`src/rtl/hazard_stall_unit_pkg.sv`:
```
// Shared definitions for the decode hazard/stall unit: FSM encoding, widths and
// the single-source register-address comparator.
package hazard_stall_unit_pkg;

    localparam int REG_W      = 3;
    localparam int PIPE_DEPTH = 3;
    localparam int CNT_W      = 16;

    typedef enum logic {
        ST_RUN  = 1'b0,
        ST_WAIT = 1'b1
    } state_t;

    typedef struct packed {
        logic             valid;
        logic [REG_W-1:0] rd;
    } dest_t;

    // One source operand against one tracked destination; invalid entries never match.
    function automatic logic src_match(input logic             src_valid,
                                       input logic [REG_W-1:0] src,
                                       input dest_t            ent);
        return src_valid & ent.valid & (src == ent.rd);
    endfunction

endpackage

```
`src/rtl/hazard_stall_unit_dest_pipe_reg.sv`:
```
// One stage of the destination-tracking pipeline: a resettable {valid, rd} register.
module dest_pipe_reg
    import hazard_stall_unit_pkg::*;
(
    input  logic  clk,
    input  logic  rst,
    input  dest_t i_d,
    output dest_t o_q
);

    dest_t r_q;

    always_ff @(posedge clk) begin
        if (rst) r_q <= '0;
        else     r_q <= i_d;
    end

    assign o_q = r_q;

endmodule

```
`src/rtl/hazard_stall_unit.sv`:
```
// Decode-stage hazard detector: tracks in-flight destinations (IDEX/EXMEM/MEMWB)
// and stalls decode until the youngest matching producer has left MEMWB.
//
// state | meaning
// RUN   | no hazard in progress, or a MEMWB-only hazard (single stall cycle)
// WAIT  | stalling on an older producer; stallCnt = stall cycles still to come
module hazard_stall_unit
    import hazard_stall_unit_pkg::*;
(
    input  logic             clk,
    input  logic             rst,
    input  logic             instrValid,
    input  logic [REG_W-1:0] rs,
    input  logic             rsValid,
    input  logic [REG_W-1:0] rt,
    input  logic             rtValid,
    input  logic [REG_W-1:0] rd,
    input  logic             rdWrite,
    input  logic             flush,
    output logic             stall,
    output logic [REG_W-1:0] rdIDEX,
    output logic [REG_W-1:0] rdEXMEM,
    output logic [REG_W-1:0] rdMEMWB,
    output logic             vIDEX,
    output logic             vEXMEM,
    output logic             vMEMWB,
    output logic [1:0]       stallCnt,
    output logic [CNT_W-1:0] stallTotal
);

    dest_t                 w_stage [PIPE_DEPTH];
    dest_t                 w_idex_d;
    dest_t                 w_exmem_d;
    logic [PIPE_DEPTH-1:0] w_match;
    logic                  w_stall;
    logic [1:0]            w_depth;
    state_t                r_state;
    state_t                w_state_nxt;
    logic [1:0]            r_cnt;
    logic [1:0]            w_cnt_nxt;
    logic [CNT_W-1:0]      r_stall_total;

    assign w_idex_d  = (instrValid & ~w_stall & ~flush) ? dest_t'{rdWrite, rd} : '0;
    assign w_exmem_d = flush ? '0 : w_stage[0];

    dest_pipe_reg u_idex  (.clk(clk), .rst(rst), .i_d(w_idex_d),   .o_q(w_stage[0]));
    dest_pipe_reg u_exmem (.clk(clk), .rst(rst), .i_d(w_exmem_d),  .o_q(w_stage[1]));
    dest_pipe_reg u_memwb (.clk(clk), .rst(rst), .i_d(w_stage[1]), .o_q(w_stage[2]));

    // Index 0 is the youngest stage; it sets the remaining-stall depth when several match.
    always_comb begin
        w_match = '0;
        w_depth = '0;
        for (int k = PIPE_DEPTH - 1; k >= 0; k--) begin
            w_match[k] = src_match(rsValid, rs, w_stage[k]) | src_match(rtValid, rt, w_stage[k]);
            if (w_match[k]) w_depth = 2'(PIPE_DEPTH - 1 - k);
        end
    end

    assign w_stall = instrValid & ~flush & (|w_match);

    always_ff @(posedge clk) begin
        if (rst) begin
            r_state <= ST_RUN;
            r_cnt   <= '0;
        end else begin
            r_state <= w_state_nxt;
            r_cnt   <= w_cnt_nxt;
        end
    end

    always_comb begin
        w_state_nxt = ST_RUN;
        w_cnt_nxt   = '0;
        if (w_stall) begin
            case (r_state)
                ST_RUN: begin
                    if (w_depth != 2'd0) begin
                        w_state_nxt = ST_WAIT;
                        w_cnt_nxt   = w_depth;
                    end
                end
                ST_WAIT: begin
                    if (r_cnt > 2'd1) begin
                        w_state_nxt = ST_WAIT;
                        w_cnt_nxt   = r_cnt - 2'd1;
                    end
                end
                default: begin
                    w_state_nxt = ST_RUN;
                    w_cnt_nxt   = '0;
                end
            endcase
        end
    end

    always_comb begin
        stall    = w_stall;
        stallCnt = r_cnt;
    end

    always_ff @(posedge clk) begin
        if (rst)                                   r_stall_total <= '0;
        else if (w_stall && (r_stall_total != '1)) r_stall_total <= r_stall_total + 1'b1;
    end

    assign stallTotal = r_stall_total;
    assign rdIDEX     = w_stage[0].rd;
    assign rdEXMEM    = w_stage[1].rd;
    assign rdMEMWB    = w_stage[2].rd;
    assign vIDEX      = w_stage[0].valid;
    assign vEXMEM     = w_stage[1].valid;
    assign vMEMWB     = w_stage[2].valid;

endmodule

```
`config.mk`:
```
export PLATFORM = sky130hd
export DESIGN_NAME = hazard_stall_unit
export DESIGN_NICKNAME = d
export VERILOG_FILES = /design/src/rtl/hazard_stall_unit_pkg.sv /design/src/rtl/hazard_stall_unit_dest_pipe_reg.sv /design/src/rtl/hazard_stall_unit.sv
export SDC_FILE = /design/constraint.sdc
export NUM_CORES = 1
export LEC_CHECK = 0
export CAP_MARGIN = 0
export CORE_MARGIN = 4
export CORE_UTILIZATION = 30
export DETAILED_ROUTE_END_ITERATION = 6
export SYNTH_ARGS = -nofsm -noshare
export SYNTH_HDL_FRONTEND = slang
export SYNTH_SLANG_ARGS = --single-unit
```
`constraint.sdc`:
```
create_clock -name clk -period 2.3 [get_ports clk]
set_input_delay 0.345 -clock clk [delete_from_list [all_inputs] [get_ports clk]]
set_output_delay 0.345 -clock clk [all_outputs]
set_load 0.01 [all_outputs]
```
==> results.sh, run 1 <==
export IMPL_cts_htree_levels=2
export IMPL_hp_class="reg2reg"
export IMPL_min_from="stallTotal[9]$_SDFFE_PP0P_"
export IMPL_cts_tree="yes"
export IMPL_grt_pass1_vias=1461
export IMPL_cp_end_kind="output port"
export IMPL_maxCapViolations=0
export IMPL_ant_nets=0
export IMPL_die_area_sq_um=6490
export IMPL_syn_nets=195
export IMPL_antennaDiodeCount=0
export IMPL_synth_edf_count=0
export IMPL_path_max_fanout=3
export IMPL_start_kind="input port"
export IMPL_clock_path_buffers=2
export IMPL_r2r_setup_slack_ns=0.23
export IMPL_grt_max_degree=19
export IMPL_cts_sinks=31
export IMPL_drive_gt1_share_pct=19.5
export IMPL_cp_top_family="buffers and inverters"
export IMPL_fin_crit_ns=2.17
export IMPL_cpMaxStageDelayCell="dlygate4sd2_1"
export IMPL_yosys_warnings=0
export IMPL_clk_pin_slew_ns=0.06
export IMPL_outcome="finished, final reports clean"
export IMPL_period_share_pct=94.5
export IMPL_synth_area_sq_um=1580
export IMPL_drc=0
export IMPL_core_area_sq_um=5110
export IMPL_dieHeight_um=80.6
export IMPL_r2r_start="stallTotal[0]$_SDFFE_PP0P_"
export IMPL_worstSetupPathType="in2out"
export IMPL_final_max_slew_violation_count=0
export IMPL_grt_usage_pct=13.0
export IMPL_synth_common_cells="dfxtp_1 (31), nor2_1 (14), a21oi_1 (13)"
export IMPL_setup_ws_ns=0.128
export IMPL_wl_um=4030
export IMPL_num_io_pins=47
export IMPL_portBuffers=46
export IMPL_synthArstFlopShare_pct=0
export IMPL_place_congestion=0.763
export IMPL_relSlewSlack_pct=55.5
export IMPL_finalSetupViolCount=0
export IMPL_cts_root_buffer="clkbuf_8"
export IMPL_die_w_um=80.6
export IMPL_syn_instance_count=178
export IMPL_hold_viol_final=0
export IMPL_post_place_ws_ns=-0.376
export IMPL_yosysMostFrequentCell="dfxtp_1"
export IMPL_synth_cell_types=39
export IMPL_dpl_hpwl_um=3070
export IMPL_worst_endpoint_required_ns=1.96
export IMPL_cp_num_buf_inv=3
export IMPL_startpoint="rt[1]"
export IMPL_num_rows=26
export IMPL_synthToLayoutAreaGrowth_pct=47.5
export IMPL_first_pass_iters=4
export IMPL_final_nets=257
export IMPL_wl_per_cell_um=12.9
export IMPL_tightestPinTransition_ns=0.665
export IMPL_worstPathCellList="dlygate4sd2_1 > xor2_1 > nor4_2 > a41o_2 > o31ai_4 > inv_2 > dlygate4sd2_1"
export IMPL_fill_cells=525
export IMPL_ys_flop_type="dfxtp_1"
export IMPL_p_leak_nw=0.833
export IMPL_vias_per_cell=4.89
export IMPL_yosysTopAreaCellShare_pct=39.3
export IMPL_avgSynthCellArea_sq_um=8.87
export IMPL_clk_insertion_delay_late_ns=0.28
export IMPL_cts_setup_buffers=0
export IMPL_grt_pass1_wl_um=6670
export IMPL_overflow=0
export IMPL_timing_critical_path_mode_cell="dlygate4sd2_1"
export IMPL_power_density_nw_per_um2=446
export IMPL_rsz0062_at_grt="no"
export IMPL_synth_top_area_cell="dfxtp_1"
export IMPL_ys_seq_area_share_pct=39.3
export IMPL_antenna_found_initial=0
export IMPL_cpPeakStageDelay_ns=0.31
export IMPL_reg2reg_to="stallTotal[3]$_SDFFE_PP0P_"
export IMPL_min_to="stallTotal[9]$_SDFFE_PP0P_"
export IMPL_final_util_pct=45.6
export IMPL_num_vias=1522
export IMPL_fmax_mhz=460
export IMPL_start_util_pct=30.9
export IMPL_arrival_ns=1.83
export IMPL_synth_seq_cells=31
export IMPL_drtIter0Drc=36
export IMPL_holdPathStages=2
export IMPL_fin_worst_skew_ns=0.00764
export IMPL_ir_drop_uv=225
export IMPL_synth_area_leaders="dfxtp_1 (39%), xor2_1 (5.5%), xnor2_1 (4.4%)"
export IMPL_cts_buffers=5
export IMPL_rr_worst_depth=7
-- power breakdown --
part / total, W / internal [W] / switching [W]
Sequential: 0.000545 / 0.000540 / 0.00000423
Clock: 0.000403 / 0.000212 / 0.000191
Combinational: 0.0000903 / 0.0000485 / 0.0000418
-- kinds of logic after synthesis --
kind of cell	Yosys count	synth area share (%)
AO/OA/AOI/OAI	36	16.3
AND/OR/NAND/NOR	75	27.4
multiplexers	3	2.14
XOR/XNOR	18	9.98
buffers and inverters	14	4.04
flip-flops	31	39.3
adder cells (fa/ha/maj)	1	0.792
-- final cells by class --
cell class | instances | area [sq um] | area share [%]
Clock buffer | 7 | 76.3 | 3.28
Clock inverter | 1 | 5.00 | 0.215
Inverter | 8 | 30.0 | 1.29
Multi-Input combinational cell | 133 | 935 | 40.1
Sequential cell | 31 | 628 | 27.0
Tap cell | 70 | 87.6 | 3.76
Timing Repair Buffer | 61 | 567 | 24.3
-- worst register-to-register path, stage by stage (launching register included) --
cell and delay, ns:
dfxtp_1 0.41, ha_1 0.24, nand3_1 0.20, nor4_2 0.43
nor2b_1 0.18, buf_4 0.17, nor3_1 0.07, mux2_2 0.27
-- sequential cells by signal, summed over array words and instances, names as in the netlist --
signal / flops
u_memwb.o_q: 4
u_exmem.o_q: 4
r_state: 1
stallCnt: 2
u_idex.o_q: 4
stallTotal: 16
-- cell usage in the layout (no fill, tap or decap), types with 6 or more instances in the layout --
cell type and count:
nand3_1 9, or4_1 6, nor2b_1 8, inv_1 7, o31ai_1 6, nor3_1 8
dfxtp_2 6, clkdlybuf4s50_1 38, dlygate4sd2_1 7, a21oi_1 13, nor2_1 14, xnor2_1 8
buf_4 15, xor2_1 7, nand2_1 6, dfxtp_1 25
-- through the flow --
stage          instance area (sq um)  cells  hold slack (ns)  TNS, ns  total power, W
4_1_cts                         2290    311            0.506        0         0.00105
5_1_grt                         2330    311            0.516        0         0.00109
3_5_place_dp                    2210    303            0.496    -3.20        0.000647
3_3_place_gp                    2210    303            0.491    -2.73        0.000646
6_report                        2330    311            0.496        0         0.00104
2_1_floorplan                   1580    178            0.491        0        0.000590
-- routing by layer --
layer	wire length (um)	vias to the layer above	track usage, %
li1	-	770	-
met1	1830	710	15.9
met2	1950	37	20.9
met3	192	5	3.36
met4	60	0	6.25
met5	0	-	0
-- worst max-delay path by stage --
stage | to | cells after the start
global placement | stall | 7
floorplan | stallTotal[3]$_SDFFE_PP0P_ | 7
global route | stall | 6
finish | stall | 7
detailed placement | stall | 7
CTS | stall | 6
-- repair_timing --
| action | 4_1_cts | 5_1_grt |
|---|---|---|
| pin swaps | 4 | 3 |
| resized for setup | 8 | 11 |
| hold buffers | 0 | 0 |
| endpoints found under the setup margin | 2 | 5 |
Note: power is estimated with default switching activity, not from simulation.
==> run 2: changes to the inputs <==
--- a/config.mk
+++ b/config.mk
@@ -6,6 +6,7 @@
 export NUM_CORES = 1
 export LEC_CHECK = 0
 export CAP_MARGIN = 0
+export CORE_ASPECT_RATIO = 0.7
 export CORE_MARGIN = 4
 export CORE_UTILIZATION = 30
 export DETAILED_ROUTE_END_ITERATION = 6
==> run 2 against run 1 <==
Critical path depth decreased by 1. Global-route usage increased by 0.89 points. Final cell count unchanged. Clock skew increased by 0.0043 ns. Utilization increased by 1.6 points. Largest cell class unchanged. Die area increased by 0.28%.
==> results.sh, run 2 (synthesis gave the netlist of run 1 again) <==
export IMPL_maxCapViolations=0
export IMPL_antennaDiodeCount=0
export IMPL_start_util_pct=32.0
export IMPL_fill_cells=503
export IMPL_period_share_pct=94.9
export IMPL_register_area_sq_um=621
export IMPL_arrival_ns=1.84
export IMPL_crit_end="stall"
export IMPL_antenna_found_initial=0
export IMPL_place_congestion=0.769
export IMPL_core_area_sq_um=4940
export IMPL_postLayoutCellArea_sq_um=2330
export IMPL_clk_pin_slew_ns=0.07
export IMPL_grt_pass1_vias=1357
export IMPL_dieHeight_um=68.7
export IMPL_relSlewSlack_pct=68.5
export IMPL_grt_max_degree=19
export IMPL_final_cell_mix="clkdlybuf4s50_1 (39), dfxtp_1 (31), buf_4 (16), nor2_1 (14), a21oi_1 (13)"
export IMPL_ir_drop_uv=346
export IMPL_r2r_start="u_exmem.o_q[2]$_SDFF_PP0_"
export IMPL_wl_per_cell_um=13.5
export IMPL_dpl_hpwl_um=3300
export IMPL_worst_endpoint_required_ns=1.96
export IMPL_num_vias=1487
export IMPL_portBuffers=46
export IMPL_rsz0062_at_grt="no"
export IMPL_tightestPinTransition_ns=0.470
export IMPL_path_max_fanout=4
export IMPL_startpoint="u_idex.o_q[1]$_SDFF_PP0_"
export IMPL_holdWs_ns=0.494
export IMPL_first_pass_iters=4
export IMPL_p_leak_nw=0.849
export IMPL_cts_tree="yes"
export IMPL_rr_worst_depth=7
export IMPL_synthToLayoutAreaGrowth_pct=47.8
export IMPL_hold_viol_final=0
export IMPL_start_kind="flop"
export IMPL_drtIter0Drc=84
export IMPL_num_io_pins=47
export IMPL_grt_usage_pct=13.9
export IMPL_die_area_sq_um=6510
export IMPL_finalSetupViolCount=0
export IMPL_die_w_um=94.7
export IMPL_hold_buffers=0
export IMPL_num_rows=21
export IMPL_cts_buffers=5
export IMPL_final_common_cell="clkdlybuf4s50_1"
export IMPL_multi_input_area_sq_um=903
export IMPL_reg2reg_to="stallTotal[4]$_SDFFE_PP0P_"
export IMPL_final_max_slew_violation_count=0
export IMPL_cp_end_kind="output port"
export IMPL_cts_root_buffer="clkbuf_8"
export IMPL_r2r_setup_slack_ns=0.20
export IMPL_cts_htree_levels=2
export IMPL_clk_insertion_delay_late_ns=0.28
export IMPL_hp_class="reg2reg"
export IMPL_final_nets=258
export IMPL_cts_setup_buffers=0
export IMPL_clock_path_buffers=2
export IMPL_vias_per_cell=4.78
export IMPL_drive_gt1_share_pct=16.9
export IMPL_grt_pass1_wl_um=6800
export IMPL_worstSetupPathType="reg2out"
export IMPL_fin_worst_skew_ns=0.0119
export IMPL_wl_um=4200
export IMPL_largest_reg_flops=16
export IMPL_cts_sinks=31
export IMPL_ant_nets=0
export IMPL_outcome="finished, final reports clean"
export IMPL_dpl_cell_area_sq_um=2210
export IMPL_fin_crit_ns=2.18
export IMPL_overflow=0
export IMPL_power_density_nw_per_um2=507
export IMPL_drc=0
export IMPL_fmax_mhz=458
-- run 2: how the worst min path moves through the flow --
stage                                start                           to  slack, ns  cells past startpoint
4_1_cts         stallTotal[9]$_SDFFE_PP0P_   stallTotal[9]$_SDFFE_PP0P_       0.50                      2
3_5_place_dp    stallTotal[9]$_SDFFE_PP0P_   stallTotal[9]$_SDFFE_PP0P_       0.49                      2
3_3_place_gp    stallTotal[9]$_SDFFE_PP0P_   stallTotal[9]$_SDFFE_PP0P_       0.49                      2
2_1_floorplan                        rd[0]     u_idex.o_q[0]$_SDFF_PP0_       0.49                      1
5_1_grt        stallTotal[11]$_SDFFE_PP0P_  stallTotal[11]$_SDFFE_PP0P_       0.54                      2
6_report        stallTotal[9]$_SDFFE_PP0P_   stallTotal[9]$_SDFFE_PP0P_       0.49                      2
-- run 2: layout make-up --
cell class	instances	area share (%)
inverters	8	1.29
repair buffers	62	24.7
well taps	69	3.70
multi-input cells	133	38.7
clock inverters	2	1.50
clock buffers	6	3.54
flip-flops and latches	31	26.6
-- run 2: where the power goes --
part	switching, W	total [W]	leakage, nW	internal [W]
clock	0.000203	0.000553	0.0612	0.000350
sequential	0.00000463	0.000544	0.250	0.000540
combinational	0.0000385	0.0000852	0.538	0.0000466
total	0.000246	0.00118	0.849	0.000937
-- run 2: what timing repair did --
item / in CTS / in global routing
resized for setup: 7 / 1
endpoints found under the setup margin: 1 / 1
pin swaps: 4 / 0
-- run 2: metal layers --
metal / wire length, um / part of all wire [%] / vias to the layer above / GRT usage, %
met4: 52 / 1.2 / 0 / 4.86
met2: 1680 / 40 / 44 / 19.3
met1: 2280 / 54 / 669 / 20.4
met5: 0 / 0 / - / 0
li1: - / - / 769 / -
met3: 182 / 4.3 / 5 / 3.58
-- run 2: critical path: stages, from the launching register on --
cell and delay, ns:
dfxtp_1 0.44, xor2_1 0.21, nor4_2 0.07, a41o_2 0.26, o31ai_4 0.24, inv_2 0.06, dlygate4sd2_1 0.28
-- run 2: through the flow --
stage | cells | worst slack [ns] | utilization (%) | power (W) | TNS [ns]
after floorplan | 178 | 0.309 | - | 0.000590 | 0
after global placement | 303 | -0.249 | 44.8 | 0.000644 | -1.97
after detailed placement | 303 | -0.277 | 44.8 | 0.000645 | -2.48
after CTS | 311 | 0.0244 | 47.2 | 0.00119 | 0
after global routing | 311 | 0.0216 | 47.2 | 0.00123 | 0
final | 311 | 0.118 | 47.2 | 0.00118 | 0
==> run 3: changes to the inputs <==
--- a/config.mk
+++ b/config.mk
@@ -10,6 +10,7 @@
 export CORE_MARGIN = 4
 export CORE_UTILIZATION = 30
 export DETAILED_ROUTE_END_ITERATION = 6
+export DONT_BUFFER_PORTS = 1
 export SYNTH_ARGS = -nofsm -noshare
 export SYNTH_HDL_FRONTEND = slang
 export SYNTH_SLANG_ARGS = --single-unit
==> run 3 against run 2 <==
Count of clock-buffer cells in the layout unchanged. Routed wire length is 4.2% lower. Final cell count is 16% lower. Combinational power shrank 60%. Highest routed layer unchanged. Clock power fell by 23%. Largest power group is now sequential cells.
==> results.sh, run 3 (synthesis gave the netlist of run 1 again) <==
export IMPL_setup_tns_ns=0
export IMPL_portBuffers=0
export IMPL_cts_sinks=31
export IMPL_fin_crit_ns=2.18
export IMPL_start_kind="flop"
export IMPL_r2r_setup_slack_ns=0.25
export IMPL_finalSetupViolCount=0
export IMPL_drive_gt1_share_pct=20.4
export IMPL_ir_drop_uv=172
export IMPL_dieHeight_um=68.7
export IMPL_fill_cells=524
export IMPL_wl_um=4020
export IMPL_antenna_found_initial=0
export IMPL_num_rows=21
export IMPL_final_common_cell="dfxtp_1"
export IMPL_num_vias=1352
export IMPL_path_max_fanout=22
export IMPL_setup_ws_ns=0.117
export IMPL_tightestPinTransition_ns=0.403
export IMPL_outcome="finished, final reports clean"
export IMPL_ant_nets=0
export IMPL_cts_tree="yes"
export IMPL_cts_buffers=5
export IMPL_vias_per_cell=5.20
export IMPL_cpMaxStageDelayCell="dfxtp_1"
export IMPL_final_max_slew_violation_count=0
export IMPL_p_leak_nw=0.639
export IMPL_drtIter0Drc=100
export IMPL_fin_worst_skew_ns=0.00202
export IMPL_start_util_pct=32.0
export IMPL_finalPower_w=0.00101
export IMPL_clk_insertion_delay_late_ns=0.28
export IMPL_hold_viol_final=0
export IMPL_worstPathCellList="xor2_1 > nor4_2 > a41o_1 > o31ai_2 > buf_12 > inv_2"
export IMPL_grt_usage_pct=13.0
export IMPL_first_pass_iters=4
export IMPL_fmax_mhz=458
export IMPL_num_io_pins=47
export IMPL_grt_max_degree=31
export IMPL_synthToLayoutAreaGrowth_pct=15.6
export IMPL_core_area_sq_um=4940
export IMPL_cts_htree_levels=2
export IMPL_rsz0062_at_grt="no"
export IMPL_die_area_sq_um=6510
export IMPL_cpPeakStageDelay_ns=0.48
export IMPL_relSlewSlack_pct=73.1
export IMPL_wl_per_cell_um=15.5
export IMPL_clk_pin_slew_ns=0.06
export IMPL_dpl_hpwl_um=3060
export IMPL_post_place_ws_ns=0.222
export IMPL_cp_num_buf_inv=2
export IMPL_maxCapViolations=0
export IMPL_register_area_sq_um=624
export IMPL_clock_path_buffers=2
export IMPL_hp_class="in2reg"
export IMPL_grt_pass1_vias=1257
export IMPL_antennaDiodeCount=0
export IMPL_power_density_nw_per_um2=551
export IMPL_final_nets=208
export IMPL_worstSetupPathType="reg2out"
export IMPL_multi_input_area_sq_um=895
export IMPL_cp_top_family="compound AO/OA/AOI/OAI gates"
export IMPL_cp_end_kind="output port"
export IMPL_die_w_um=94.7
export IMPL_largest_reg_flops=16
export IMPL_arrival_ns=1.84
export IMPL_period_share_pct=94.9
export IMPL_cts_root_buffer="clkbuf_8"
export IMPL_holdWs_ns=0.137
export IMPL_final_cell_mix="dfxtp_1 (28), nor2_1 (14), a21oi_1 (13), buf_4 (11), xor2_1 (10)"
export IMPL_grt_pass1_wl_um=6470
export IMPL_place_congestion=0.795
export IMPL_worst_endpoint_required_ns=1.96
export IMPL_overflow=0
export IMPL_final_util_pct=37.0
export IMPL_drc=0
[run 3: routing by layer]
metal  up-vias  part of all wire, %  track usage, %
met5         -                    0               0
met4         0                  1.4            4.86
met3         9                  7.8            5.31
met2        39                   41            18.9
met1       632                   50            17.3
li1        672                    -               -
[run 3: path summary, 6_finish.rpt]
kind	startpoint	end	depth (start not counted)
worst max-delay path	u_exmem.o_q[1]$_SDFF_PP0_	stall	6
worst min-delay path	rst	stallTotal[15]$_SDFFE_PP0P_	1
worst max register to register	u_exmem.o_q[1]$_SDFF_PP0_	stallTotal[6]$_SDFFE_PP0P_	8
worst min register to register	u_idex.o_q[0]$_SDFF_PP0_	u_exmem.o_q[0]$_SDFF_PP0_	1
[run 3: final cells by class]
class / count / share of cell area [%]
multi-input combinational: 133 / 49.0
sequential: 31 / 34.2
timing repair buffer: 12 / 5.62
tap: 69 / 4.73
clock buffer: 6 / 4.52
inverter: 8 / 1.64
clock inverter: 1 / 0.274
[run 3: per-stage QoR]
| step | std cells | area (sq um) |
|---|---|---|
| 3_3_place_gp | 253 | 1730 |
| 4_1_cts | 260 | 1820 |
| 2_1_floorplan | 178 | 1580 |
| 5_1_grt | 260 | 1830 |
| 3_5_place_dp | 253 | 1730 |
| 6_report | 260 | 1830 |
[run 3: worst register-to-register path, cell delays in order, from the launching register on]
cell and delay, ns:
dfxtp_1 0.48, xor2_1 0.21, nor4_2 0.07, a41o_1 0.23
o31ai_2 0.26, buf_12 0.19, inv_2 0.12, a31o_2 0.22
a21oi_1 0.18
[run 3: what timing repair did]
item | CTS | global route
hold endpoints to repair | 0 | 0
setup buffers | 0 | 0
gates resized for setup | 0 | 3
endpoints found under the setup margin | 0 | 1
hold buffers | 0 | 0
[run 3: power breakdown]
| group | leakage, nW | internal [W] | switching, W |
|---|---|---|---|
| Combinational | 0.341 | 0.0000179 | 0.0000162 |
| Sequential | 0.251 | 0.000540 | 0.00000468 |
| Clock | 0.0470 | 0.000234 | 0.000193 |
